**config.mk**
```make
export PLATFORM = sky130hd
export DESIGN_NAME = ro_puf_challenge_ctrl
export DESIGN_NICKNAME = d
export VERILOG_FILES = /design/src/rtl/ro_puf_pkg.sv /design/src/rtl/puf_sync2.sv /design/src/rtl/ro_puf_challenge_ctrl.sv
export SDC_FILE = /design/constraint.sdc
export NUM_CORES = 1
export LEC_CHECK = 0
export CELL_PAD_IN_SITES_DETAIL_PLACEMENT = 0
export CELL_PAD_IN_SITES_GLOBAL_PLACEMENT = 2
export CORE_UTILIZATION = 35
export CTS_CLUSTER_DIAMETER = 200
export DETAILED_ROUTE_END_ITERATION = 8
export GPL_TIMING_DRIVEN = 0
export HOLD_SLACK_MARGIN = 0.02
export PLACE_DENSITY_LB_ADDON = 0.1
export REMOVE_ABC_BUFFERS = 1
export SETUP_SLACK_MARGIN = 0.05
export SLEW_MARGIN = 15
export SYNTH_ARGS = -nofsm -noshare
export SYNTH_HDL_FRONTEND = slang
export SYNTH_SLANG_ARGS = --single-unit
```
**constraint.sdc**
```tcl
create_clock -name clk -period 6.7 [get_ports clk]
set_clock_uncertainty 0.1 [all_clocks]
set_input_delay 1.675 -clock clk [delete_from_list [all_inputs] [get_ports clk]]
set_output_delay 1.675 -clock clk [all_outputs]
set_load 0.01 [all_outputs]
```
**src/rtl/ro_puf_pkg.sv**
```systemverilog
// rtl/ro_puf_pkg.sv - shared types and constants for the RO PUF challenge sequencer
package ro_puf_pkg;

  localparam int PAIR_W     = 8;
  localparam int SEL_W      = 4;
  localparam int MAJ_TRIALS = 3;

  typedef enum logic [2:0] {
    IDLE,
    LOAD,
    CLEAR,
    SETTLE,
    RACE,
    CAPTURE,
    DONE
  } state_t;

endpackage

```
**src/rtl/puf_sync2.sv**
```systemverilog
// rtl/puf_sync2.sv - two-flop synchroniser for saturation flags from the RO domain
module puf_sync2 (
  input  logic clk,
  input  logic reset,
  input  logic d,
  output logic q
);

  logic meta;

  always_ff @(posedge clk or negedge reset) begin
    if (!reset) begin
      meta <= 1'b0;
      q    <= 1'b0;
    end else begin
      meta <= d;
      q    <= meta;
    end
  end

endmodule

```
**src/rtl/ro_puf_challenge_ctrl.sv**
```systemverilog
// rtl/ro_puf_challenge_ctrl.sv - RO PUF challenge sequencer and response assembler
// Optional RO_PUF_MAJORITY_EN: three races per pair with a 2-of-3 vote.
module ro_puf_challenge_ctrl
  import ro_puf_pkg::*;
#(
  parameter int N_BITS        = 8,
  parameter int CLR_CYCLES    = 4,
  parameter int SETTLE_CYCLES = 2,
  parameter int TIMEOUT       = 65535
) (
  input  logic                     clk,
  input  logic                     reset,
  input  logic                     start,
  input  logic [N_BITS*PAIR_W-1:0] challenge,
  output logic                     busy,
  output logic                     resp_valid,
  output logic [N_BITS-1:0]        response,
  output logic                     tie_seen,
  output logic                     timeout_err,
  output logic [SEL_W-1:0]         cha0,
  output logic [SEL_W-1:0]         cha1,
  output logic                     cnt_clr_n,
  output logic                     ro_en,
  input  logic                     sat_a,
  input  logic                     sat_b
);

  localparam int TW    = $clog2(TIMEOUT + 1);
  localparam int CW    = $clog2(CLR_CYCLES + SETTLE_CYCLES + 1);
  localparam int IDX_W = (N_BITS > 1) ? $clog2(N_BITS) : 1;

  state_t                     state;
  logic [N_BITS*PAIR_W-1:0]   chal;
  logic [IDX_W-1:0]           idx;
  logic [CW-1:0]              cnt;
  logic [TW-1:0]              timer;
  logic                       pair_bit;
  logic [PAIR_W-1:0]          pair;
  logic                       sa, sb;
  logic                       race_hit, win_b, tie_hit, to_hit;
`ifdef RO_PUF_MAJORITY_EN
  logic [1:0]                 trial;
  logic [1:0]                 votes;
`endif

  puf_sync2 u_sync_a (.clk(clk), .reset(reset), .d(sat_a), .q(sa));
  puf_sync2 u_sync_b (.clk(clk), .reset(reset), .d(sat_b), .q(sb));

  assign pair = chal[idx*PAIR_W +: PAIR_W];

  // A simultaneous saturation is a tie and reads as an A win.
  always_comb begin
    to_hit   = ~sa & ~sb & (timer == TW'(TIMEOUT));
    tie_hit  = sa & sb;
    win_b    = sb & ~sa;
    race_hit = sa | sb | to_hit;
  end

  always_ff @(posedge clk or negedge reset) begin
    if (!reset) begin
      state       <= IDLE;
      chal        <= '0;
      idx         <= '0;
      cnt         <= '0;
      timer       <= '0;
      pair_bit    <= 1'b0;
      busy        <= 1'b0;
      resp_valid  <= 1'b0;
      response    <= '0;
      tie_seen    <= 1'b0;
      timeout_err <= 1'b0;
      cha0        <= '0;
      cha1        <= '0;
      cnt_clr_n   <= 1'b0;
      ro_en       <= 1'b0;
`ifdef RO_PUF_MAJORITY_EN
      trial       <= '0;
      votes       <= '0;
`endif
    end else begin
      case (state)
        IDLE: begin
          cnt_clr_n <= 1'b0;
          ro_en     <= 1'b0;
          if (start) begin
            chal        <= challenge;
            idx         <= '0;
            response    <= '0;
            tie_seen    <= 1'b0;
            timeout_err <= 1'b0;
            busy        <= 1'b1;
            state       <= LOAD;
          end
        end
        LOAD: begin
          cha0 <= pair[SEL_W-1:0];
          cha1 <= pair[PAIR_W-1:SEL_W];
          cnt  <= '0;
`ifdef RO_PUF_MAJORITY_EN
          trial <= '0;
          votes <= '0;
`endif
          if (pair[SEL_W-1:0] == pair[PAIR_W-1:SEL_W]) begin
            pair_bit <= 1'b0;
            tie_seen <= 1'b1;
            state    <= CAPTURE;
          end else begin
            state <= CLEAR;
          end
        end
        CLEAR: begin
          if (cnt == CW'(CLR_CYCLES - 1)) begin
            cnt       <= '0;
            cnt_clr_n <= 1'b1;
            state     <= SETTLE;
          end else begin
            cnt <= cnt + 1'b1;
          end
        end
        SETTLE: begin
          if (cnt == CW'(SETTLE_CYCLES - 1)) begin
            cnt   <= '0;
            timer <= '0;
            ro_en <= 1'b1;
            state <= RACE;
          end else begin
            cnt <= cnt + 1'b1;
          end
        end
        RACE: begin
          if (race_hit) begin
            ro_en     <= 1'b0;
            cnt_clr_n <= 1'b0;
            if (tie_hit) tie_seen    <= 1'b1;
            if (to_hit)  timeout_err <= 1'b1;
`ifdef RO_PUF_MAJORITY_EN
            if (trial == 2'(MAJ_TRIALS - 1)) begin
              pair_bit <= ((votes + {1'b0, win_b}) >= 2'd2);
              state    <= CAPTURE;
            end else begin
              trial <= trial + 1'b1;
              votes <= votes + {1'b0, win_b};
              state <= CLEAR;
            end
`else
            pair_bit <= win_b;
            state    <= CAPTURE;
`endif
          end else begin
            timer <= timer + 1'b1;
          end
        end
        CAPTURE: begin
          response[idx] <= pair_bit;
          ro_en         <= 1'b0;
          cnt_clr_n     <= 1'b0;
          if (idx == IDX_W'(N_BITS - 1)) begin
            resp_valid <= 1'b1;
            state      <= DONE;
          end else begin
            idx   <= idx + 1'b1;
            state <= LOAD;
          end
        end
        DONE: begin
          resp_valid <= 1'b0;
          busy       <= 1'b0;
          state      <= IDLE;
        end
        default: state <= IDLE;
      endcase
    end
  end

endmodule

```
=== Yosys cells after proc, flatten, opt, wreduce, memory -nomap -nowiden ===
Cells that the tools add are included.

* Add/subtract/negate cells: 3
* Multipliers: 0
* Div/mod/pow operators: 0
* $lt $le $gt $ge: 2
* Equal/unequal tests: 21
* Shifts and indexed selects: 1
* Muxes and demuxes: 41
* Bitwise gates (word level): 8
* Reductions and logical operators: 25

{| class="wikitable"
|+ Operators with widths
! operator !! count
|-
| variable part select 64 x 7 -> 8 bit || 1
|-
| 2-to-1 mux 16 bit || 2
|-
| one-hot mux 16 bit (2 select lines) || 1
|-
| 2-to-1 mux 3 bit || 10
|-
| != test 2 bit (second input constant) || 10
|-
| one-hot mux 3 bit (6 select lines) || 1
|-
| adder 16 x 1 -> 16 bit (second input constant) || 1
|-
| equality test 16 bit (second input constant) || 1
|-
| one-hot mux 8 bit (2 select lines) || 1
|-
| AND reduction 3 bit || 5
|-
| 2-to-1 mux 1 bit || 14
|-
| equality test 3 bit (second input constant) || 4
|-
| nonzero test 2 bit || 6
|-
| nonzero test 3 bit || 4
|-
| equality test 3 x 2 -> 1 bit (second input constant) || 3
|-
| one-hot mux 1 bit (3 select lines) || 3
|-
| one-hot mux 3 bit (3 select lines) || 1
|-
| bitwise mux 8 bit || 1
|-
| 2-to-1 mux 8 bit || 1
|-
| one-hot mux 1 bit (2 select lines) || 4
|-
| AND reduction 2 bit || 4
|-
| AND reduction 4 bit || 2
|-
| adder 3 x 1 -> 3 bit (second input constant) || 2
|-
| equality test 3 x 1 -> 1 bit (second input constant) || 2
|-
| 12 further kinds || 17
|}

* Register bits: 116
* Latch bits: 0
* Memory bits (writable): 0
* Memory bits (read-only): 0
* Output and inout bits: 22
* Word-level logic and storage cells: 120
* Memories kept: 0

=== Logic depth before layout (Yosys ltp) ===
Gate-level depths: netlist (run 1).

* Word-level depth: 6
* Mapped depth: 8
* Gate-level depth less buffers: 8

=== By module ===
A second synthesis (run 1) with hierarchy kept.

* Cell total of the unflattened synthesis: 604
* Area total of the unflattened synthesis: 5537.8 sq um

{| class="wikitable"
|+ By module, submodules not included
! module !! instances !! cells each !! area an instance (sq um) !! seq. area each (sq um)
|-
| ro_puf_challenge_ctrl || 1 || 600 || 5437.7 || 2802.7
|-
| puf_sync2 || 2 || 2 || 50.0 || 50.0
|}

=== Worst setup path after synthesis (run 1) ===
OpenSTA, ideal clock, no wires.

* Path type: input to register
* Start point: in start
* End point: reg chal[24]
* Library setup time: 0.065 ns
* Arrival: 2.638 ns
* Required time: 6.535 ns
* Path slack: 3.896 ns
* Stages: 7
* Path buffers: 3
* Cells stage by stage: nand2_1 or2_1 clkbuf_1 clkbuf_1 clkbuf_1 nand2_1 nand2_1

* Longest elaborated chain between the ends: 1

{| class="wikitable"
|+ Ends and longest elaborated chain
! what !! RTL line !! RTL
|-
| start, declared || ro_puf_challenge_ctrl.sv:13 || <nowiki>input logic start,</nowiki>
|-
| AND reduction 2 bit (no line) || -- ||
|-
| end signal, assigned || ro_puf_challenge_ctrl.sv:86 || <nowiki>chal <= challenge;</nowiki>
|-
| end, declared || ro_puf_challenge_ctrl.sv:33 || <nowiki>logic [N_BITS*PAIR_W-1:0] chal;</nowiki>
|}

Every way passes these cells.
A chain may end at the register's enable or synchronous reset.

=== Worst setup path after layout (run 1) ===
* Start point: in start
* End point: reg idx[0]

* Longest elaborated chain between the ends: 2

{| class="wikitable"
|+ Ends and longest elaborated chain
! what !! RTL line !! RTL
|-
| != test 2 bit (no line) || -- ||
|-
| AND reduction 3 bit (no line) || -- ||
|-
| end signal, assigned || ro_puf_challenge_ctrl.sv:161 || <nowiki>idx <= idx + 1'b1;</nowiki>
|-
| end, declared || ro_puf_challenge_ctrl.sv:34 || <nowiki>logic [IDX_W-1:0] idx;</nowiki>
|}

Every way passes these cells.

==> impl_metrics.json, run 1 <==
{
  "grt_pass1_wl_microns": 22940,
  "r2r_cells": 6,
  "fin_nets": 760,
  "cts_sinks": 116,
  "detail_route.wl_per_cell_microns": 15.01,
  "place_area_sq_um": 6628,
  "stdcell_count": 908,
  "peakVddDrop_v": 0.0002147,
  "io_buffers": 90,
  "cts_inserted_buffers": 17,
  "hold_ws_ps": 262.0,
  "end_kind": "flip-flop",
  "min_to": "u_sync_a.q",
  "outcome": "finished clean",
  "dp_cells": 876,
  "rsz0062_at_grt": "no",
  "reg2reg_from": "state[2]",
  "top_usage_layer": "met2",
  "async_flop_share_pct": 100.0,
  "gr-usage-met3_pct": 4.591,
  "synthFlopType": "dfrtp_1",
  "dpl.hpwl_microns": 8971,
  "relSlewSlack_pct": 26.55,
  "htreeDepth": 4,
  "globalRouteOverflowTotal": 0,
  "drtPass1Iterations": 4,
  "yosys_warnings": 0,
  "grt_max_degree": 69,
  "synth_cell_types": 48,
  "synth_top_family_by_area": "simple AND/OR/NAND/NOR gates",
  "cts_buffer_depth": 2,
  "path_class": "input port to flip-flop",
  "ys_ff_latch": 116,
  "path_clk_slew_ps": 50,
  "r2r_end": "timer[15]",
  "die_y_microns": 127.8,
  "synth_mux_area_share_pct": 6.891,
  "min_period_ps": 3347,
  "num_antenna_cells": 0,
  "detail-route-antenna-nets": 0,
  "worstHoldPathCells": 0,
  "drtIter0Drc": 236,
  "fp.dieW_microns": 127.8,
  "synth-edff-count": 0,
  "syn_area_per_cell_sq_um": 9.169,
  "clk_latency_ps": 410,
  "layout_commonest_cell": "nand2_1",
  "hold_viol_final": 0,
  "vias_per_cell": 4.789,
  "worstPathRequired_ps": 6940,
  "cts-resized-gates": 0,
  "drc_errors": 0,
  "slew_violations": 0,
  "synthSimpleGateAreaFrac_pct": 23.14,
  "routed_wl_microns": 13630,
  "fp-row-count": 45,
  "cp_max_fo": 67,
  "gr-usage-met2_pct": 29.64,
  "first_global_vias": 4436,
  "arrival_ps": 3590,
  "start_kind": "input port",
  "fmax_mhz": 298.8,
  "synth.cell_area_sq_um": 5538,
  "p_leak_nw": 3.420,
  "drive_above_1_share_pct": 8.465,
  "netlist_instances": 604,
  "grtUsageTotal_pct": 18.37,
  "cts_hold_buf": 0,
  "dieArea_sq_um": 16330,
  "hp-start": "u_sync_a.meta",
  "start_util_pct": 36.16,
  "tightest_slew_ps": 1099,
  "vias": 4348,
  "syn_to_final_growth_pct": 31.18,
  "hold_class": "flip-flop to flip-flop",
  "power_mw": 3.159,
  "synth-adder-area-share_pct": 1.582,
  "cts_setup_buffers": 0,
  "pin_count": 91,
  "fin_area_sq_um": 7264,
  "synth_xor_area_share_pct": 3.005,
  "root_buffer": "clkbuf_16",
  "place_congestion": 0.7489,
  "crit_path_start": "start",
  "power_density_nw_per_um2": 434.8,
  "antenna_found_initial": 0,
  "mostFrequentLayoutCells": "nand2_1, dfrtp_1, clkdlybuf4s50_1",
  "yosysSeqAreaShare_pct": 52.42,
  "coreArea_sq_um": 15310,
  "cts_tree": "yes",
  "use_met1_pct": 23.62,
  "setup_violations": 0,
  "synth_compound_area_share_pct": 9.489,
  "max_cap_viol_count": 0,
  "r2r_slack_ps": 3640,
  "fin_crit_sh_pct": 49.95
}
metal layers:
layer | part of all wire, % | routed length (microns)
met1 | 47 | 6471
met2 | 47 | 6436
met3 | 3.6 | 491
met4 | 1.7 | 227
met5 | 0 | 0
through the flow:
step / TNS [ps] / utilization [%] / worst slack (ps)
after global routing: 0 / 47.43 / 3086
after global placement: -84110 / 42.75 / -734.8
after floorplan: 0 / - / 2243
after CTS: 0 / 47.43 / 3318
after detailed placement: 0 / 43.28 / 2887
final: 0 / 47.43 / 3353
Yosys cell counts (6+ instances only):
master      n  area (sq um)
a21oi_1    10         50.05
a22o_1      6         52.55
clkbuf_1   19         71.32
dfrtp_1   116          2903
ha_1        7         87.58
inv_1       8         30.03
mux2_1      9         101.4
mux2i_1    16         160.2
nand2_1   232         870.8
nand2b_1    6         37.54
nand3_1    10         50.05
nand4_1    10         62.56
nor2_1     35         131.4
o21ai_1    23         115.1
o22ai_1     6         37.54
xor2_1     17         148.9
sequential cells by signal (all words and copies together), names as in the netlist, 3 cells and up:
register	cells
idx	3
cha1	4
chal	64
response	8
cha0	4
timer	16
state	3
cnt	3
cell families after synthesis:
group | after synthesis
xor+xnor | 19
buf+inv | 42
flops | 116
fa+ha+maj | 7
compound gates | 75
mux | 34
simple gates | 311
power breakdown:
part	switching (mW)	internal, mW
logic	0.578	0.475
registers	0.193	0.941
clock network	0.312	0.659
total	1.08	2.08
worst max-delay path by stage:
stage / endpoint / cells past startpoint
2_1_floorplan: response[5] / 5
4_1_cts: idx[0] / 6
6_report: idx[0] / 6
3_5_place_dp: idx[0] / 6
5_1_grt: idx[0] / 6
3_3_place_gp: chal[36] / 1
area by class of cell:
class	instances	area [sq um]
tap	211	264.0
fill	1486	8050
sequential	116	2904
timing repair buffer	93	969.7
clock buffer	23	488.0
inverter	10	37.54
multi-input combinational	446	2452
clock inverter	9	148.9
critical path, stage by stage:
cell	delay, ps
clkdlybuf4s50_1	440
nand2_1	140
or2_4	650
nand2_1	250
o21ai_1	220
mux2_2	200
Note: power is estimated with default switching activity, not from simulation.
==> run 2, diff against run 1 <==
--- a/config.mk
+++ b/config.mk
@@ -7,7 +7,7 @@
 export LEC_CHECK = 0
 export CELL_PAD_IN_SITES_DETAIL_PLACEMENT = 0
 export CELL_PAD_IN_SITES_GLOBAL_PLACEMENT = 2
-export CORE_UTILIZATION = 35
+export CORE_UTILIZATION = 30
 export CTS_CLUSTER_DIAMETER = 200
 export DETAILED_ROUTE_END_ITERATION = 8
 export GPL_TIMING_DRIVEN = 0
==> constraint.sdc (replaced) <==
create_clock -name clk -period 2.9 [get_ports clk]
set_clock_uncertainty 0.1 [all_clocks]
set_input_delay 0.725 -clock clk [delete_from_list [all_inputs] [get_ports clk]]
set_output_delay 0.725 -clock clk [all_outputs]
set_load 0.01 [all_outputs]
==> impl_metrics.json, run 2 (synthesized netlist as in run 1, its figures left out) <==
{
  "crit_chain": "nand2b_4 > o22ai_1 > a221oi_1 > xor2_1 > or4_4 > o221ai_2",
  "drtIter0Drc": 249,
  "rsz0062_at_grt": "no",
  "hold_viol_final": 0,
  "grt_max_degree": 83,
  "io_buffers": 90,
  "vias": 4418,
  "power_density_nw_per_um2": 994.2,
  "internal-power_mw": 4.730,
  "place_congestion": 0.7452,
  "fp-row-count": 49,
  "first_global_vias": 4430,
  "grtUsageTotal_pct": 16.46,
  "cts_inserted_buffers": 17,
  "mostFrequentLayoutCells": "nand2_1, dfrtp_1, clkdlybuf4s50_1",
  "relSlewSlack_pct": 42.98,
  "crit_path_start": "idx[1]",
  "drive_above_1_share_pct": 9.700,
  "pin_count": 91,
  "top_register": "chal",
  "grt_pass1_wl_microns": 23020,
  "path_class": "flip-flop to flip-flop",
  "syn_to_final_growth_pct": 33.21,
  "p_sw_mw": 2.604,
  "p_comb_share_pct": 36.5,
  "setup_violations": 0,
  "clkPwrFrac_pct": 28.4,
  "cp_max_fo": 11,
  "cts_buffer_depth": 2,
  "post-route-util_pct": 40.93,
  "min_period_ps": 2673,
  "antenna_found_initial": 0,
  "arrival_ps": 2900,
  "detail_route.wl_per_cell_microns": 15.46,
  "dpl.hpwl_microns": 9668,
  "crit_path_top_delay_cell": "dfrtp_1",
  "die_y_microns": 137.9,
  "fillers": 1830,
  "switching_share_pct": 35.51,
  "path_clk_slew_ps": 50,
  "hold_class": "input port to asynchronous set/reset pin",
  "cts_hold_buf": 0,
  "drtPass1Iterations": 6,
  "start_util_pct": 30.72,
  "fin_crit_sh_pct": 92.18,
  "peakVddDrop_v": 0.0004075,
  "dieArea_sq_um": 19010,
  "largestRegisters": "chal (64), timer (16), response (8)",
  "layout_commonest_cell": "nand2_1",
  "root_buffer": "clkbuf_16",
  "largest_register_ff_count": 64,
  "start_kind": "flip-flop",
  "fin_nets": 766,
  "cpPeakStageDelay_ps": 620,
  "routed_wl_microns": 14380,
  "outcome": "finished clean",
  "detail-route-antenna-nets": 0,
  "clk_latency_ps": 410,
  "num_antenna_cells": 0,
  "vias_per_cell": 4.751,
  "cts_tree": "yes",
  "cts_sinks": 116,
  "p_seq_share_pct": 35.1,
  "max_cap_viol_count": 0,
  "p_leak_nw": 3.460,
  "drc_errors": 0,
  "fp.dieW_microns": 137.9,
  "reg2reg_from": "idx[1]",
  "coreArea_sq_um": 18020,
  "tightest_slew_ps": 855.3,
  "end_kind": "flip-flop",
  "power_mw": 7.335,
  "htreeDepth": 4,
  "globalRouteOverflowTotal": 0,
  "slew_violations": 0,
  "worstPathRequired_ps": 3120,
  "fmax_mhz": 374.1
}
## run 2: cell count changes in the layout (fill, tap and decap cells not counted), sizes merged
cell | before | now
buf | 4 | 10
clkbuf | 23 | 20
clkinvlp | 0 | 2
bufinv | 4 | 3
## run 2: worst max-delay path: cells and delay by family (launching register included)
family           cells  cell delay (ps)
AO/OA/AOI/OAI        3              700
XOR/XNOR             1              210
flip-flops           1              620
AND/OR/NAND/NOR      2              950
## run 2: what timing repair did
| action | 4_1_cts | 5_1_grt |
|---|---|---|
| hold endpoints to repair | 0 | 0 |
| pin swaps | 0 | 1 |
| endpoints found under the setup margin | 14 | 13 |
| buffers inserted | 0 | 4 |
| gates resized for setup | 6 | 4 |
## run 2: layout make-up
cell class              count  area [sq um]  share of cell area [%]
inverters                  10         37.54                  0.5088
repair buffers             99          1075                   14.57
flip-flops and latches    116          2907                   39.40
well taps                 229         286.5                   3.884
clock buffers              20         446.7                   6.055
clock inverters            10         133.9                   1.815
multi-input cells         446          2491                   33.77
## run 2: layer usage
layer	wire [microns]	part of all wire (%)	GRT usage [%]	up-vias
li1	-	-	-	2183
met3	637	4.4	4.898	8
met5	0	0	0	-
met2	7017	49	27.22	76
met4	133	0.93	5.012	0
met1	6589	46	20.60	2151
## run 2: final timing paths
kind,endpoint,slack [ps],cells after the start
max,tie_seen,230,6
min,cnt[1],110,1
max reg2reg,tie_seen,230,6
min reg2reg,u_sync_a.q,280,0
max in group asynchronous,idx[0],1850,2
min in group clk,u_sync_a.q,280,0
## run 2: power groups by stage
stage	registers [mW]	logic (mW)	clock network, mW
2_1_floorplan	2.60	1.63	0
3_3_place_gp	2.71	2.40	0
3_5_place_dp	2.66	2.57	0
4_1_cts	2.64	2.60	2.13
5_1_grt	2.67	3.01	2.21
6_report	2.58	2.68	2.08
## run 2: through the flow
step                      hold WS [ps]  area (sq um)  worst slack, ps  TNS [ps]  cells
after floorplan                  231.2          5383           -711.9    -24530    572
after global placement           244.6          6570            -3721   -608190    891
after detailed placement         243.4          6713           -218.7     -2251    896
after CTS                        112.9          7312            62.94         0    926
after global routing             122.3          7377            54.65         0    930
final                            111.5          7377            226.7         0    930
==> run 3, diff against run 2 <==
--- a/config.mk
+++ b/config.mk
@@ -7,7 +7,7 @@
 export LEC_CHECK = 0
 export CELL_PAD_IN_SITES_DETAIL_PLACEMENT = 0
 export CELL_PAD_IN_SITES_GLOBAL_PLACEMENT = 2
-export CORE_UTILIZATION = 30
+export CORE_UTILIZATION = 33
 export CTS_CLUSTER_DIAMETER = 200
 export DETAILED_ROUTE_END_ITERATION = 8
 export GPL_TIMING_DRIVEN = 0
==> constraint.sdc (replaced) <==
create_clock -name clk -period 3 [get_ports clk]
set_clock_uncertainty 0.1 [all_clocks]
set_input_delay 0.75 -clock clk [delete_from_list [all_inputs] [get_ports clk]]
set_output_delay 0.75 -clock clk [all_outputs]
set_load 0.01 [all_outputs]
==> impl_metrics.json, run 3 (synthesized netlist as in run 1, its figures left out) <==
{
  "max_cap_viol_count": 0,
  "top_register": "chal",
  "start_util_pct": 34.36,
  "largestRegisters": "chal (64), timer (16), response (8)",
  "post-route-util_pct": 45.52,
  "cts_sinks": 116,
  "coreArea_sq_um": 16120,
  "layout_commonest_cell": "nand2_1",
  "slew_violations": 0,
  "r2r_slack_ps": 240,
  "die_y_microns": 131.5,
  "tightest_slew_ps": 814.6,
  "dp_cells": 881,
  "drive_above_1_share_pct": 9.829,
  "path_class": "flip-flop to flip-flop",
  "r2r_cells": 6,
  "fp.dieW_microns": 131.5,
  "crit_path_top_delay_cell": "dfrtp_1",
  "p_leak_nw": 3.449,
  "dieArea_sq_um": 17300,
  "worstPathRequired_ps": 3220,
  "place_congestion": 0.7749,
  "outcome": "finished clean",
  "vias": 4446,
  "fmax_mhz": 362.1,
  "pin_count": 91,
  "routed_wl_microns": 14130,
  "fin_nets": 765,
  "cpLargestDelayFamily": "simple AND/OR/NAND/NOR gates",
  "clk_latency_ps": 420,
  "relSlewSlack_pct": 45.69,
  "detail-route-antenna-nets": 0,
  "path_buf_inv": 0,
  "fin_area_sq_um": 7336,
  "reg2reg_from": "idx[1]",
  "r2r_end": "tie_seen",
  "antenna_found_initial": 0,
  "hold_class": "input port to asynchronous set/reset pin",
  "power_density_nw_per_um2": 976.2,
  "rsz0062_at_grt": "no",
  "globalRouteOverflowTotal": 0,
  "grt_max_degree": 82,
  "detail_route.wl_per_cell_microns": 15.40,
  "drtIter0Drc": 226,
  "end_kind": "flip-flop",
  "top_layer_used": "met4",
  "grtUsageTotal_pct": 17.63,
  "dpl.hpwl_microns": 9298,
  "wl_met2_microns": 6862,
  "cpPeakStageDelay_ps": 580,
  "htreeDepth": 4,
  "largest_register_ff_count": 64,
  "start_kind": "flip-flop",
  "wl_met1_microns": 6558,
  "syn_to_final_growth_pct": 32.47,
  "first_global_vias": 4617,
  "cts_inserted_buffers": 17,
  "wl_met3_microns": 522,
  "drtPass1Iterations": 4,
  "cts_tree": "yes",
  "pre_cts_slack_ps": -234.4,
  "io_buffers": 90,
  "fin_crit_sh_pct": 92.04,
  "crit_chain": "nand2b_2 > o22ai_1 > a221oi_1 > xor2_1 > or4_4 > o221ai_2",
  "min_period_ps": 2761,
  "setup_violations": 0,
  "fp-row-count": 46,
  "arrival_ps": 2990,
  "postLayoutSetupSlackWorst_ps": 238.7,
  "stdcell_count": 918,
  "root_buffer": "clkbuf_16",
  "hold_viol_final": 0,
  "cts_hold_buf": 0,
  "peakVddDrop_v": 0.0005040,
  "drc_errors": 0,
  "mostFrequentLayoutCells": "nand2_1, dfrtp_1, clkdlybuf4s50_1",
  "num_antenna_cells": 0,
  "vias_per_cell": 4.843,
  "cts_buffer_depth": 2,
  "path_clk_slew_ps": 60,
  "grt_pass1_wl_microns": 23760,
  "place_area_sq_um": 6641,
  "cp_max_fo": 11
}
[run 3: metrics by stage]
step / hold WS [ps] / total power, mW / TNS [ps]
after floorplan: 231.2 / 4.090 / -17520
after global placement: 235.8 / 4.906 / -572180
after detailed placement: 234.7 / 4.991 / -914.3
after CTS: 124.9 / 7.232 / 0
after global routing: 143.8 / 7.679 / 0
final: 129.6 / 7.161 / 0
[run 3: worst max-delay path by stage]
stage | cells after the start | startpoint | endpoint
after global routing | 6 | idx[1] | tie_seen
after CTS | 6 | state[2] | timer[15]
after detailed placement | 5 | idx[1] | pair_bit
after floorplan | 6 | state[0] | response[5]
after global placement | 1 | reset | chal[36]
final | 6 | idx[1] | tie_seen
[run 3: report_power, final]
group | switching, mW | internal [mW] | leakage, nW
combinational | 1.35 | 1.10 | 1.65
sequential | 0.442 | 2.11 | 1.49
clock | 0.711 | 1.45 | 0.310
[run 3: area by class of cell]
cell class                 count  area, sq um
tap                          216        270.3
fill                        1545         8780
sequential                   116         2907
clock inverter                10        152.6
clock buffer                  22        474.2
multi-input combinational    446         2476
inverter                      10        37.54
timing repair buffer          98         1018
[run 3: layer usage]
metal / vias up / global-route usage (%)
li1: 2179 / -
met1: 2174 / 22.16
met2: 81 / 29.01
met3: 12 / 4.205
met4: 0 / 7.041
met5: - / 0
[run 3: timing repair]
action / in CTS / in global routing
endpoints found under the setup margin: 13 / 11
gates resized for setup: 6 / 1
buffers inserted: 0 / 5
pin swaps: 0 / 1
